`config.mk`:
```
export PLATFORM = sky130hd
export DESIGN_NAME = seq_detect_param
export DESIGN_NICKNAME = d
export VERILOG_FILES = /design/src/rtl/seq_detect_param.sv
export SDC_FILE = /design/constraint.sdc
export NUM_CORES = 1
export LEC_CHECK = 0
export ABC_AREA = 1
export CORE_MARGIN = 2
export CORE_UTILIZATION = 31
export CTS_CLUSTER_DIAMETER = 60
export DETAILED_ROUTE_END_ITERATION = 16
export DONT_BUFFER_PORTS = 1
export PLACE_DENSITY = 0.49
export SLEW_MARGIN = 10
export SYNTH_ARGS = -nofsm -noshare
export SYNTH_HDL_FRONTEND = slang
export SYNTH_SLANG_ARGS = --single-unit
```
`constraint.sdc`:
```
create_clock -name clk -period 1.6 [get_ports clk]
set_clock_uncertainty 0.1 [all_clocks]
set_input_delay 0.32 -clock clk [delete_from_list [all_inputs] [get_ports clk]]
set_output_delay 0.32 -clock clk [all_outputs]
set_load 0.01 [all_outputs]
```
`src/rtl/seq_detect_param.sv`:
```
// Serial N-bit pattern detector with match counter; y is a Mealy pulse or arrives 1 cycle later (Moore).
// No backpressure: x is consumed on every x_valid edge, and idle cycles leave all state untouched.
module seq_detect_param #(
    parameter int             N       = 3,
    parameter logic [N-1:0]   PATTERN = 3'b101,
    parameter int             OVERLAP = 1,
    parameter int             MEALY   = 0,
    parameter int             CW      = 8
) (
    input  logic                   clk,
    input  logic                   rst_n,
    input  logic                   x,
    input  logic                   x_valid,
    input  logic                   restart,
    input  logic                   cnt_clr,
    output logic                   y,
    output logic [CW-1:0]          match_cnt,
    output logic [$clog2(N+1)-1:0] fill
);

    localparam int            FW       = $clog2(N+1);
    localparam logic [FW-1:0] FILL_MAX = FW'(N);
    localparam logic [FW-1:0] FILL_ARM = FW'(N-1);
    localparam logic [CW-1:0] CNT_MAX  = {CW{1'b1}};

    logic [N-2:0]  r_hist;
    logic [FW-1:0] r_fill;
    logic [CW-1:0] r_cnt;

    logic [N-1:0]  w_win;
    logic          w_accept;
    logic          w_match;

    assign w_win    = {r_hist, x};
    assign w_accept = x_valid & ~restart;
    // A window only counts once N-1 real bits sit behind the incoming one.
    assign w_match  = w_accept & (w_win == PATTERN) & (r_fill >= FILL_ARM);

    always_ff @(posedge clk or negedge rst_n) begin
        if (!rst_n) begin
            r_hist <= '0;
        end else if (w_accept) begin
            r_hist <= w_win[N-2:0];
        end
    end

    always_ff @(posedge clk or negedge rst_n) begin
        if (!rst_n) begin
            r_fill <= '0;
        end else if (restart) begin
            r_fill <= '0;
        end else if (w_accept) begin
            if ((OVERLAP == 0) && w_match) begin
                r_fill <= '0;
            end else if (r_fill != FILL_MAX) begin
                r_fill <= r_fill + 1'b1;
            end
        end
    end

    always_ff @(posedge clk or negedge rst_n) begin
        if (!rst_n) begin
            r_cnt <= '0;
        end else if (cnt_clr) begin
            r_cnt <= '0;
        end else if (w_match && (r_cnt != CNT_MAX)) begin
            r_cnt <= r_cnt + 1'b1;
        end
    end

    generate
        if (MEALY != 0) begin : g_mealy
            assign y = w_match & rst_n;
        end else begin : g_moore
            logic r_y;
            always_ff @(posedge clk or negedge rst_n) begin
                if (!rst_n) begin
                    r_y <= 1'b0;
                end else begin
                    r_y <= w_match;
                end
            end
            assign y = r_y;
        end
    endgenerate

    assign fill      = r_fill;
    assign match_cnt = r_cnt;

endmodule
```
==> metrics.txt <==
number of buffers created by CTS 3; initial antenna violation count 0; Fin Setup TNS 0 ns; Post-Layout Cell Count 135; Int Pwr between 0.4 and 0.5 mW; fin util between 30% and 40%; DRT Pass-1 Iters 3; Required @ worst endpoint between 1.5 and 2 ns; Mapped Cells 96; worst path arrival time 1.51 ns; clk buf depth 2; top-area cell type share of the netlist area 41.67%; post-cts sizing count 0; # setup viols final 0; Fill cells 271; final hold vios 0; FF-to-FF End match_cnt[0]; Seq/Total Area, Yosys 41.67%; complex-gate fraction of the synthesized area around a tenth; layout cells sized above 1 17.14%; asr flop ratio synth 100.0%; core area 2432 µm²; PD cells 698.0 nW/µm²; R2R Setup Slk around 0.21 ns; Worst R2R Start fill[0]; synth unique cells 23; die footprint around 2900 µm²; Reg2Reg Depth 10; GPL Wtd Cong 0.7863; setup bufs post-CTS 0; #FFs+latches synth 13; critical hold path startpoint x; placed insts 130; top-count cell post-synth nand2_1; post-synth top area cell dfrtp_1; relative slew slack 60.61%; Clk pwr share 33.7%; CTS sink cnt 13; Worst Tran Pin Value 0.5889 ns; Setup CP Type flip-flop to flip-flop; Synth Area per Inst 8.133 µm²; Synth Warn # 0; max frequency just over 700 MHz; CTS clock-pin slew for the worst setup and hold paths 0.08 ns; Post-CTS Hold Buffers 1; die width about 54 µm; final wirelength ~1500 µm; critical path cell sequence inv_1 > ha_1 > inv_1 > nand2_1 > nand2_1 > nor2_8 > nand2_4 > inv_2 > nand3_1 > nand2_1; global-route wire length before repair 2670 µm; post-DP HPWL 1194 µm; H-tree depth 1; Starting Density around 32%; I/O pins 17; Net Sw Frac 25.69%; vias in the first global route 640; DR DRC count 0; Final min period 1.391 ns; via/cell ratio 4.644; LEAKAGE 0.4159 nW; outcome finished clean; Die Height 54.19 µm; # port buffers 0; Simple-Gate Fraction of Synth Area 32.37%; post-synthesis mux area share 0%; Place WS ~0.21 ns; post-synthesis xor/xnor area fraction approximately 3.4%; CP most frequent cell nand2_1; clock root buffer master clkbuf_4; antenna-violating nets left 0; syn nets 105; Hold Path End r_hist[0]; synthesized-area fraction occupied by adder cells approximately 4.8%; Critical Path Max Stage Delay 0.39 ns; Psw ~0.16 mW; largest net degree at the start of global routing 14; DR WL/cell 11.31 µm; CP startpoint kind flip-flop; max_cap viols 0; Slowest cell on crit path dfrtp_1; Final Worst Setup Slack 0.2088 ns; Skew-Pair Late Insertion Delay 0.28 ns; n_diodes 0; 1st-iter DRT viols 5; Synth top cells by count nand2_1, inv_1, nand3_1; Syn-to-layout area delta 13.62%; Final period util around 87%; Final nets 115; CP max FO 8; main combinational cell family by area after synthesis simple AND/OR/NAND/NOR gates; RSZ-0062 raised after global routing no; Post-synth EDFFs 0; vias 627; Post-synth top flop dfrtp_1; CTS tree done; Hold Path Cell Cnt 2; sequential power share 56.1%; VDD IR-drop max 0.2824 mV; Overflow after GRT 0; mapped cell area about 780 µm²; Combinational Power Share between 10% and 20%; worst min path class primary input to flip-flop; site row count 18; synth top area cells dfrtp_1, nand2_1, nand3_1, inv_1, ha_1; CP Capture Type flip-flop; GRT Total Usage 13.34%; Slew Limit Fails 0
-- final cells by class --
class / instances / area (µm²) / area share, %
Inverter: 16 / 60.06 / 6.770
Sequential cell: 13 / 325.3 / 36.67
Multi-Input combinational cell: 66 / 390.4 / 44.01
Timing Repair Buffer: 6 / 47.55 / 5.360
Clock buffer: 4 / 26.28 / 2.962
Tap cell: 30 / 37.54 / 4.231
-- critical path, delay by kind of cell, from the launching register on --
kind	cells	cell delay (ns)
adders and majority gates	1	0.13
buffers and inverters	3	0.18
DFF	1	0.39
and+or+nand+nor	6	0.53
-- sequential cells by signal (all words and copies together) (netlist names) --
name	flops
match_cnt	8
y	1
fill	2
r_hist	2
-- power groups by stage --
stage	clock network [mW]	registers, mW	logic (mW)
after global placement	0	0.353	0.0566
after floorplan	0	0.358	0.0378
final	0.209	0.347	0.0630
after CTS	0.216	0.348	0.0651
after detailed placement	0	0.354	0.0566
after global routing	0.231	0.349	0.0737
-- logic make-up after synthesis --
| group | Yosys count |
|---|---|
| AOI/OAI and AO/OA | 13 |
| xor gates and xnor gates | 3 |
| DFF | 13 |
| buffers and inverters | 17 |
| and+or+nand+nor | 47 |
| adders and majority gates | 3 |
-- how the worst max path moves through the flow --
stage                             from            to  slack [ns]  cells past startpoint
after floorplan                fill[0]  match_cnt[2]        0.23                      9
after global placement    match_cnt[0]  match_cnt[3]        0.23                      8
after detailed placement       fill[0]  match_cnt[5]        0.21                      8
after CTS                      fill[0]  match_cnt[5]        0.19                      8
after global routing      match_cnt[1]  match_cnt[0]        0.09                      8
final                          fill[0]  match_cnt[0]        0.21                     10
-- cell usage in the layout (no fill, tap or decap), types with 2 or more instances in the layout --
cell	n
clkbuf_4	3
o21ai_0	4
ha_1	3
xnor2_1	2
nor2_1	6
inv_1	15
nand3_1	14
buf_4	5
o21ai_1	4
a21oi_1	2
nand2_1	19
dfrtp_1	13
nand2_2	2
-- layer usage --
layer  routed length [µm]  vias to the layer above  part of all wire [%]  global-route usage (%)
met2                  697                       17                    46                   21.08
met1                  684                      283                    45                   15.56
met4                   46                        0                   3.0                   10.00
met5                    0                        -                     0                       0
met3                   99                        5                   6.5                   3.056
li1                     -                      322                     -                       -
-- through the flow --
step	hold slack [ns]	instance area, µm²	total power [mW]
finish	0.06619	887.1	0.6192
global route	0.06398	887.1	0.6538
CTS	0.05749	887.1	0.6288
detailed placement	-0.07514	850.8	0.4103
global placement	-0.07525	850.8	0.4098
floorplan	-0.07559	780.7	0.3954
Power figures use the tool's default switching activity.
